$ cat config.mk
export PLATFORM = sky130hd
export DESIGN_NAME = fft_frame_src
export DESIGN_NICKNAME = d
export VERILOG_FILES = /design/src/rtl/fft_frame_src.sv
export SDC_FILE = /design/constraint.sdc
export NUM_CORES = 1
export LEC_CHECK = 0
export ABC_AREA = 0
export CAP_MARGIN = 25
export CORE_MARGIN = 2
export CORE_UTILIZATION = 41
export CTS_CLUSTER_DIAMETER = 150
export DETAILED_ROUTE_END_ITERATION = 10
export PLACE_DENSITY_LB_ADDON = 0.2
export SLEW_MARGIN = 20
export SYNTH_ARGS = -nofsm -noshare
export SYNTH_HDL_FRONTEND = slang
export SYNTH_SLANG_ARGS = --single-unit
$ cat constraint.sdc
create_clock -name fft_clk -period 6.7 [get_ports fft_clk]
set_clock_uncertainty 0.15 [all_clocks]
set_input_delay 0.67 -clock fft_clk [delete_from_list [all_inputs] [get_ports fft_clk]]
set_output_delay 0.67 -clock fft_clk [all_outputs]
set_load 0.02 [all_outputs]
$ cat src/rtl/fft_frame_src.sv
// rtl/fft_frame_src.sv - decimating ADC capture feeding one FFT frame per start
// Offset-binary samples are converted and queued in a skid FIFO whose head is registered.
module fft_frame_src #(
  parameter int         FFT_LEN    = 4096,
  parameter int         DECIM      = 8,
  parameter int         FIFO_DEPTH = 16,
  parameter logic [7:0] CFG_WORD   = 8'd1
) (
  input  logic        fft_clk,
  input  logic        rst,
  input  logic [9:0]  ad_data,
  input  logic        ad_valid,
  input  logic        start,
  output logic [7:0]  cfg_tdata,
  output logic        cfg_tvalid,
  input  logic        cfg_tready,
  output logic [31:0] data_tdata,
  output logic        data_tvalid,
  input  logic        data_tready,
  output logic        data_tlast,
  output logic        busy,
  output logic        frame_done,
  output logic        overflow
);

  localparam int CNT_W = $clog2(FFT_LEN) + 1;
  localparam int DEC_W = (DECIM > 1) ? $clog2(DECIM) : 1;
  localparam int AW    = (FIFO_DEPTH > 1) ? $clog2(FIFO_DEPTH) : 1;
  localparam int FW    = AW + 1;

  localparam logic [CNT_W-1:0] LEN      = CNT_W'(FFT_LEN);
  localparam logic [CNT_W-1:0] LAST_IDX = CNT_W'(FFT_LEN - 1);
  localparam logic [DEC_W-1:0] DEC_MAX  = DEC_W'(DECIM - 1);
  localparam logic [FW-1:0]    DEPTH    = FW'(FIFO_DEPTH);

  typedef enum logic [1:0] {S_IDLE, S_CFG, S_STREAM, S_DONE} state_t;

  state_t           state_q, state_d;
  logic [DEC_W-1:0] dec_cnt_q, dec_cnt_d;
  logic [CNT_W-1:0] cap_cnt_q, cap_cnt_d;
  logic [CNT_W-1:0] send_cnt_q, send_cnt_d;
  logic [AW-1:0]    wr_ptr_q, wr_ptr_d;
  logic [AW-1:0]    rd_ptr_q, rd_ptr_d;
  logic [FW-1:0]    fill_q, fill_d;
  logic [15:0]      mem_q [FIFO_DEPTH];
  logic [15:0]      head_q, head_d;
  logic             tvalid_q, tvalid_d;
  logic             tlast_q, tlast_d;
  logic             cfg_tvalid_q, cfg_tvalid_d;
  logic             busy_q, busy_d;
  logic             done_q, done_d;
  logic             ovf_q, ovf_d;

  logic [15:0]      sample_real;
  logic [AW-1:0]    rd_next;
  logic             fifo_full;
  logic             keep;
  logic             push;
  logic             pop;

  // Inverting the MSB of offset binary gives two's complement; then sign-extend.
  assign sample_real = {{6{~ad_data[9]}}, ~ad_data[9], ad_data[8:0]};
  assign rd_next     = rd_ptr_q + 1'b1;
  assign fifo_full   = (fill_q == DEPTH);

  always_comb begin
    state_d    = state_q;
    dec_cnt_d  = dec_cnt_q;
    cap_cnt_d  = cap_cnt_q;
    send_cnt_d = send_cnt_q;
    wr_ptr_d   = wr_ptr_q;
    rd_ptr_d   = rd_ptr_q;
    fill_d     = fill_q;
    head_d     = head_q;
    ovf_d      = ovf_q;
    keep       = 1'b0;
    push       = 1'b0;
    pop        = 1'b0;

    case (state_q)
      S_IDLE: begin
        dec_cnt_d  = '0;
        cap_cnt_d  = '0;
        send_cnt_d = '0;
        wr_ptr_d   = '0;
        rd_ptr_d   = '0;
        fill_d     = '0;
        head_d     = '0;
        // Overflow survives the idle gap so it can be read after frame_done.
        if (start) begin
          state_d = S_CFG;
          ovf_d   = 1'b0;
        end
      end

      S_CFG: begin
        if (cfg_tvalid_q && cfg_tready) begin
          state_d = S_STREAM;
        end
      end

      S_STREAM: begin
        pop = tvalid_q && data_tready;
        if (ad_valid) begin
          dec_cnt_d = (dec_cnt_q == DEC_MAX) ? '0 : dec_cnt_q + 1'b1;
          keep      = (dec_cnt_q == '0) && (cap_cnt_q < LEN);
        end
        if (keep) begin
          if (!fifo_full || pop) begin
            push = 1'b1;
          end else begin
            ovf_d = 1'b1;
          end
        end
        if (push) begin
          wr_ptr_d  = wr_ptr_q + 1'b1;
          cap_cnt_d = cap_cnt_q + 1'b1;
        end
        if (pop) begin
          rd_ptr_d   = rd_next;
          send_cnt_d = send_cnt_q + 1'b1;
          if (send_cnt_q == LAST_IDX) begin
            state_d = S_DONE;
          end
        end
        fill_d = fill_q + FW'(push) - FW'(pop);
        // Head register only moves on a pop or when filling an empty FIFO.
        if (pop) begin
          if (fill_q > FW'(1)) begin
            head_d = mem_q[rd_next];
          end else if (push) begin
            head_d = sample_real;
          end
        end else if ((fill_q == '0) && push) begin
          head_d = sample_real;
        end
      end

      S_DONE: begin
        state_d = S_IDLE;
      end

      default: begin
        state_d = S_IDLE;
      end
    endcase

    cfg_tvalid_d = (state_d == S_CFG);
    busy_d       = (state_d != S_IDLE);
    done_d       = (state_d == S_DONE);
    tvalid_d     = (fill_d != '0);
    tlast_d      = (fill_d != '0) && (send_cnt_d == LAST_IDX);
  end

  always_ff @(posedge fft_clk) begin
    if (rst) begin
      state_q      <= S_IDLE;
      dec_cnt_q    <= '0;
      cap_cnt_q    <= '0;
      send_cnt_q   <= '0;
      wr_ptr_q     <= '0;
      rd_ptr_q     <= '0;
      fill_q       <= '0;
      head_q       <= '0;
      tvalid_q     <= 1'b0;
      tlast_q      <= 1'b0;
      cfg_tvalid_q <= 1'b0;
      busy_q       <= 1'b0;
      done_q       <= 1'b0;
      ovf_q        <= 1'b0;
    end else begin
      state_q      <= state_d;
      dec_cnt_q    <= dec_cnt_d;
      cap_cnt_q    <= cap_cnt_d;
      send_cnt_q   <= send_cnt_d;
      wr_ptr_q     <= wr_ptr_d;
      rd_ptr_q     <= rd_ptr_d;
      fill_q       <= fill_d;
      head_q       <= head_d;
      tvalid_q     <= tvalid_d;
      tlast_q      <= tlast_d;
      cfg_tvalid_q <= cfg_tvalid_d;
      busy_q       <= busy_d;
      done_q       <= done_d;
      ovf_q        <= ovf_d;
    end
  end

  always_ff @(posedge fft_clk) begin
    if (push) begin
      mem_q[wr_ptr_q] <= sample_real;
    end
  end

  assign cfg_tdata   = CFG_WORD;
  assign cfg_tvalid  = cfg_tvalid_q;
  assign data_tdata  = {16'h0000, head_q};
  assign data_tvalid = tvalid_q;
  assign data_tlast  = tlast_q;
  assign busy        = busy_q;
  assign frame_done  = done_q;
  assign overflow    = ovf_q;

endmodule

==> results of run 1 <==
[cells by family after synthesis]
| group | after synthesis | synth area share, % |
|---|---|---|
| flip-flops | 220 | 63.6 |
| buffers and inverters | 82 | 4.50 |
| XOR/XNOR | 26 | 2.41 |
| other | 2 | 0.0795 |
| AND/OR/NAND/NOR | 153 | 8.50 |
| adder cells (fa/ha/maj) | 18 | 2.46 |
| multiplexers | 62 | 11.9 |
| AO/OA/AOI/OAI | 86 | 6.57 |
[stage by stage]
| step | instance area [µm²] | instances | setup WS (ps) | hold WS, ps | util [%] |
|---|---|---|---|---|---|
| 2_1_floorplan | 9530 | 671 | 3410 | 302 | - |
| 3_3_place_gp | 10100 | 948 | 2400 | 317 | 44.4 |
| 3_5_place_dp | 10100 | 949 | 2270 | 331 | 44.5 |
| 4_1_cts | 10900 | 995 | 2820 | 345 | 48.0 |
| 5_1_grt | 10900 | 998 | 2500 | 353 | 48.1 |
| 6_report | 10900 | 998 | 2820 | 337 | 48.1 |
[cells in the mapped netlist, types with 5 or more instances]
library cell,instances,area share (%)
a2111oi_0,6,0.56
a211oi_1,7,0.56
a21oi_1,18,0.95
a221o_1,10,1.1
a22oi_1,5,0.40
and2_1,6,0.40
and3_1,5,0.33
buf_4,30,2.4
clkbuf_1,23,0.91
dfxtp_1,60,13
edfxtp_1,160,51
ha_1,17,2.3
inv_1,22,0.87
mux2i_1,20,2.1
mux4_2,40,9.5
nand2_1,18,0.72
nand3_1,12,0.64
nor2_1,64,2.5
nor3_1,12,0.64
nor4_1,7,0.46
o21ai_0,6,0.32
o22ai_1,11,0.73
xnor2_1,19,1.8
xor2_1,7,0.65
[power by group]
group / switching [W] / internal [W] / leakage, nW
clock: 0.000515 / 0.000780 / 0.382
sequential: 0.00000308 / 0.00146 / 1.92
combinational: 0.0000566 / 0.0000199 / 1.13
total: 0.000575 / 0.00226 / 3.44
[worst max-delay path by stage]
stage	startpoint	endpoint	cells after the start
finish	data_tready	data_tlast	11
global route	data_tready	data_tlast	11
CTS	data_tready	data_tlast	11
detailed placement	data_tready	data_tlast	11
global placement	data_tready	data_tlast	11
floorplan	ad_valid	data_tlast	11
[cell usage in the layout, fill, tap and decap left out, types with 2 or more instances in the layout]
cell             count
edfxtp_1           160
nor2_1              64
dfxtp_1             59
mux4_2              40
clkdlybuf4s50_1     37
clkbuf_16           25
conb_1              24
inv_1               22
mux2i_1             20
xnor2_1             19
nand2_1             18
a21oi_1             18
buf_4               18
ha_1                17
nand3_1             12
nor3_1              12
o22ai_1             11
clkbuf_1            11
a221o_1             10
a211oi_1             7
and2_1               6
o21ai_0              6
a2111oi_0            6
xor2_1               6
and3_1               5
nor4_2               5
a22oi_1              5
a32oi_1              4
nand4_1              4
a31oi_1              4
clkbuf_8             4
nor2b_1              3
o211ai_1             3
nand2b_1             3
nor4_1               3
o21ai_1              2
and3b_1              2
or4b_1               2
or4_1                2
clkinv_1             2
[registers in the layout, indices dropped and copies added, names as in the netlist, 2 cells and up]
signal and cells:
fill_q 5, send_cnt_q 13, dec_cnt_q 3, rd_ptr_q 4, state_q 2, head_q 10, wr_ptr_q 4, cap_cnt_q 13
mem_q 160
[per-layer routing]
metal	share of wire [%]	wire length, µm	vias up	global-route usage (%)
met3	4.2	818	24	2.61
met1	45	8790	2737	22.1
li1	-	-	2531	-
met5	0	0	-	0
met2	49	9410	119	27.2
met4	1.7	324	0	4.11
[layout make-up]
type                    instances  area [µm²]  share of cell area [%]
clock buffers                  40         722                    6.63
clock inverters                 6        73.8                   0.678
inverters                      22        82.6                   0.759
multi-input cells             369        3130                    28.8
flip-flops and latches        220        6010                    55.2
well taps                     285         357                    3.28
repair buffers                 56         510                    4.69
[critical path, delay by kind of cell]
family	cells	cell delay (ps)
mux	1	270
compound gates	4	1340
simple gates	2	410
fa+ha+maj	2	650
xor+xnor	1	280
buf+inv	1	520
==> flow_summary.toml, run 1 <==
[timing]
rsz0062_at_grt = "no"
fmax_mhz = 258
post-route-period-util_pct = 57.9
fin_setup_tns_ps = 0
min_period_ps = 3880
slew_violations = 0
finalHoldViolations = 0
worst_slew_pin_slew_ps = 975
slew_headroom_pct = 34.8
setup_viol = 0

[place]
portBuffers = 37
dp_hpwl_um = 12300
gp_congestion = 0.823

[cells_and_area]
drive_gt1_share_pct = 15.3
final_nets = 728
syn_to_final_growth_pct = 15.2
diodes = 0
fill_cells = 1918

[yosys]
synth_area_um2 = 9450
syn_area_per_cell_um2 = 14.6
ys_warn_count = 0
syn_inst = 649
yosysSeqAreaShare_pct = 63.6
ys_ff_latch = 220
ys_types = 63
synth-main-ff-cell = "edfxtp_1"
synth_edf_count = 160
async_flop_share_pct = 0

[worst_setup_path]
slowest_delay_ps = 700
r2r-start = "fill_q[2]"
worstSetupPathType = "input pin to flip-flop"
crit_chain = "clkdlybuf4s50_1 > and2_1 > o21ai_1 > o21ai_0 > ha_1 > fa_1 > xnor2_1 > nor4b_1 > mux2_2 > o21a_1 > a2111oi_2"
r2r_cells = 12
worst-r2r-setup-slack_ps = 2900
startpoint_type = "input pin"
arrival_ps = 4150
crit_path_top_delay_cell = "o21ai_1"
crit_fanout = 14
r2r_end = "data_tlast"
worstPathRequired_ps = 6970
setup.worst_path.end_class = "flip-flop"

[power_and_ir_drop]
p_leak_nw = 3.44
ir_worst_vdd_v = 0.000197
power_w = 0.00284
power_density_nw_per_um2 = 261

[worst_hold_path]
hold_class = "flip-flop to flip-flop"
holdPathStages = 1
worst_hold_startpoint = "head_q[8]"
holdPathEnd = "head_q[8]"

[die]
die_h_um = 156
io_pins = 62
die_width_um = 156
rows = 55
die_area_um2 = 24300
core_um2 = 22600
start_util_pct = 41.7

[global_routing]
gr-total-overflow = 0
grt_pass1_vias = 5343
grt_max_degree = 44
grt_use_total_pct = 16.2
grt_pass1_wl_um = 30500
antenna_found_initial = 0

[drt]
dr_total_vias = 5411
drt-initial-drc-count = 260
drc = 0
drt-total-wl_um = 19300
ant_nets = 0
wl_per_cell_um = 19.4
vias_per_cell = 5.42
drt_first_pass_iters = 5

[clocking]
h-tree-depth = 1
clock_sink_count = 220
clk_latency_ps = 530
clk_path_buf_depth = 3
cts_setup_buffers = 0
cts_tree = "yes"
postCtsHoldBufs = 0
numCtsBuffers = 25
postCtsResizedCells = 0
root_buffer = "clkbuf_16"
clkTransAtPathRegs_ps = 60

[status]
run_status = "finished, final reports clean"

[flow_run]
cap_viol_max_count = 0
(Power assumes the default switching activity.)
==> run 2: changes to the inputs <==
==> constraint.sdc (replaced) <==
create_clock -name fft_clk -period 3.2 [get_ports fft_clk]
set_clock_uncertainty 0.15 [all_clocks]
set_input_delay 0.32 -clock fft_clk [delete_from_list [all_inputs] [get_ports fft_clk]]
set_output_delay 0.32 -clock fft_clk [all_outputs]
set_load 0.02 [all_outputs]
==> flow_summary.toml, run 2 (synthesis results as in run 1) <==
[timing]
worst_slew_pin_slew_ps = 1010
post-route-period-util_pct = 94.0
slew_headroom_pct = 32.9
setup_ws_ps = 193
fin_setup_tns_ps = 0
slew_violations = 0
finalHoldWorstSlack_ps = 325
min_period_ps = 3010
fmax_mhz = 333
finalHoldViolations = 0
setup_viol = 0

[cells_and_area]
final_nets = 743
diodes = 0
final_cells = 1012
largest_register_ffs = 160
final_cell_mix = "edfxtp_1 (160), nor2_1 (64), dfxtp_1 (59)"
top_regs = "mem_q: 160 flops, cap_cnt_q: 13 flops, send_cnt_q: 13 flops"
syn_to_final_growth_pct = 16.5
drive_gt1_share_pct = 18.6
final_common_cell = "edfxtp_1"
top_register = "mem_q"

[clocking]
root_buffer = "clkbuf_16"
clkTransAtPathRegs_ps = 60
h-tree-depth = 1
numCtsBuffers = 24
clk_path_buf_depth = 3
clock_sink_count = 220
cts_tree = "yes"
clk_latency_ps = 520
postCtsHoldBufs = 0
cts_setup_buffers = 0

[drt]
drt_first_pass_iters = 4
drt-initial-drc-count = 294
ant_nets = 0
drc = 0
vias_per_cell = 5.37
wl_per_cell_um = 19.0
drt-total-wl_um = 19300
dr_total_vias = 5439

[place]
pre_cts_slack_ps = -65.0
place_inst = 968
portBuffers = 37
gp_congestion = 0.805
dp_hpwl_um = 12400

[power_and_ir_drop]
power_w = 0.00584
p_leak_nw = 3.53
ir_worst_vdd_v = 0.000437
power_density_nw_per_um2 = 531

[die]
io_pins = 62
core_um2 = 22600
die_area_um2 = 24300
start_util_pct = 41.7
die_h_um = 156
rows = 55
die_width_um = 156

[global_routing]
grt_use_total_pct = 16.0
grt_max_degree = 44
gr-total-overflow = 0
grt_pass1_wl_um = 30200
antenna_found_initial = 0
grt_pass1_vias = 5494

[worst_setup_path]
worstPathRequired_ps = 3460
crit_fanout = 4
worstSetupPathType = "flip-flop to flip-flop"
crit_path_top_delay_cell = "fa_1"
startpoint_type = "flip-flop"
slowest_delay_ps = 430
arrival_ps = 3270
crit_chain = "inv_1 > ha_2 > nand4bb_1 > o21ai_2 > o21ai_0 > ha_1 > fa_1 > xnor2_2 > nor4b_1 > mux2_2 > o21a_1 > a2111oi_2"
setup.worst_path.end_class = "flip-flop"

[status]
run_status = "finished, final reports clean"

[worst_hold_path]
hold_class = "input pin to flip-flop"

[flow_run]
cap_viol_max_count = 0
[run 2: changes by cell type in the layout (fill, tap and decap cells not counted), sizes merged]
cell and delta:
clkinvlp -1, inv -2, buf +16, clkinv +11, clkbuf -10
[run 2: final timing paths]
kind              from    endpoint  slack (ps)  cells past startpoint
max          fill_q[3]  data_tlast         190                     12
min reg2reg  head_q[3]   head_q[3]         340                      1
max reg2reg  fill_q[3]  data_tlast         190                     12
min              start    overflow         330                      4
[run 2: critical path, delay by kind of cell, from the launching register on]
kind | cells | cell delay (ps)
compound gates | 4 | 720
simple gates | 2 | 240
fa+ha+maj | 3 | 890
flops | 1 | 320
xor+xnor | 1 | 220
buf+inv | 1 | 120
mux | 1 | 260
[run 2: final cells by class]
cell class,instances,area (µm²)
Fill cell,1926,11600
Sequential cell,220,6010
Multi-Input combinational cell,369,3140
Timing Repair Buffer,72,658
Clock buffer,30,643
Tap cell,285,357
Clock inverter,14,113
Inverter,22,82.6
[run 2: metal layers]
metal / GRT usage, % / vias up / routed length (µm)
met5: 0 / - / 0
met4: 4.24 / 0 / 479
met3: 2.67 / 35 / 918
met2: 27.5 / 137 / 9420
met1: 21.1 / 2699 / 8460
li1: - / 2568 / -
[run 2: power breakdown]
group	internal (W)	total, W	switching [W]	leakage [nW]
clock	0.00151	0.00261	0.00110	0.381
combinational	0.0000457	0.000164	0.000118	1.23
sequential	0.00306	0.00307	0.00000728	1.92
[run 2: per-stage QoR]
| step | area, µm² | util, % |
|---|---|---|
| final | 11000 | 48.6 |
| after global routing | 11000 | 48.6 |
| after floorplan | 9530 | - |
| after detailed placement | 10200 | 45.2 |
| after global placement | 10200 | 45.2 |
| after CTS | 11000 | 48.5 |
[run 2: what timing repair did]
action	CTS	global route
endpoints found under the setup margin	0	1
gates resized for setup	0	4
endpoints found under the hold margin	0	0
==> run 3: changes to the inputs <==
--- a/config.mk
+++ b/config.mk
@@ -12,6 +12,7 @@
 export CTS_CLUSTER_DIAMETER = 150
 export DETAILED_ROUTE_END_ITERATION = 10
 export PLACE_DENSITY_LB_ADDON = 0.2
+export SKIP_LAST_GASP = 1
 export SLEW_MARGIN = 20
 export SYNTH_ARGS = -nofsm -noshare
 export SYNTH_HDL_FRONTEND = slang
==> results of run 3 <==
The final DEF is identical to that of run 2; final timing and power are the same.
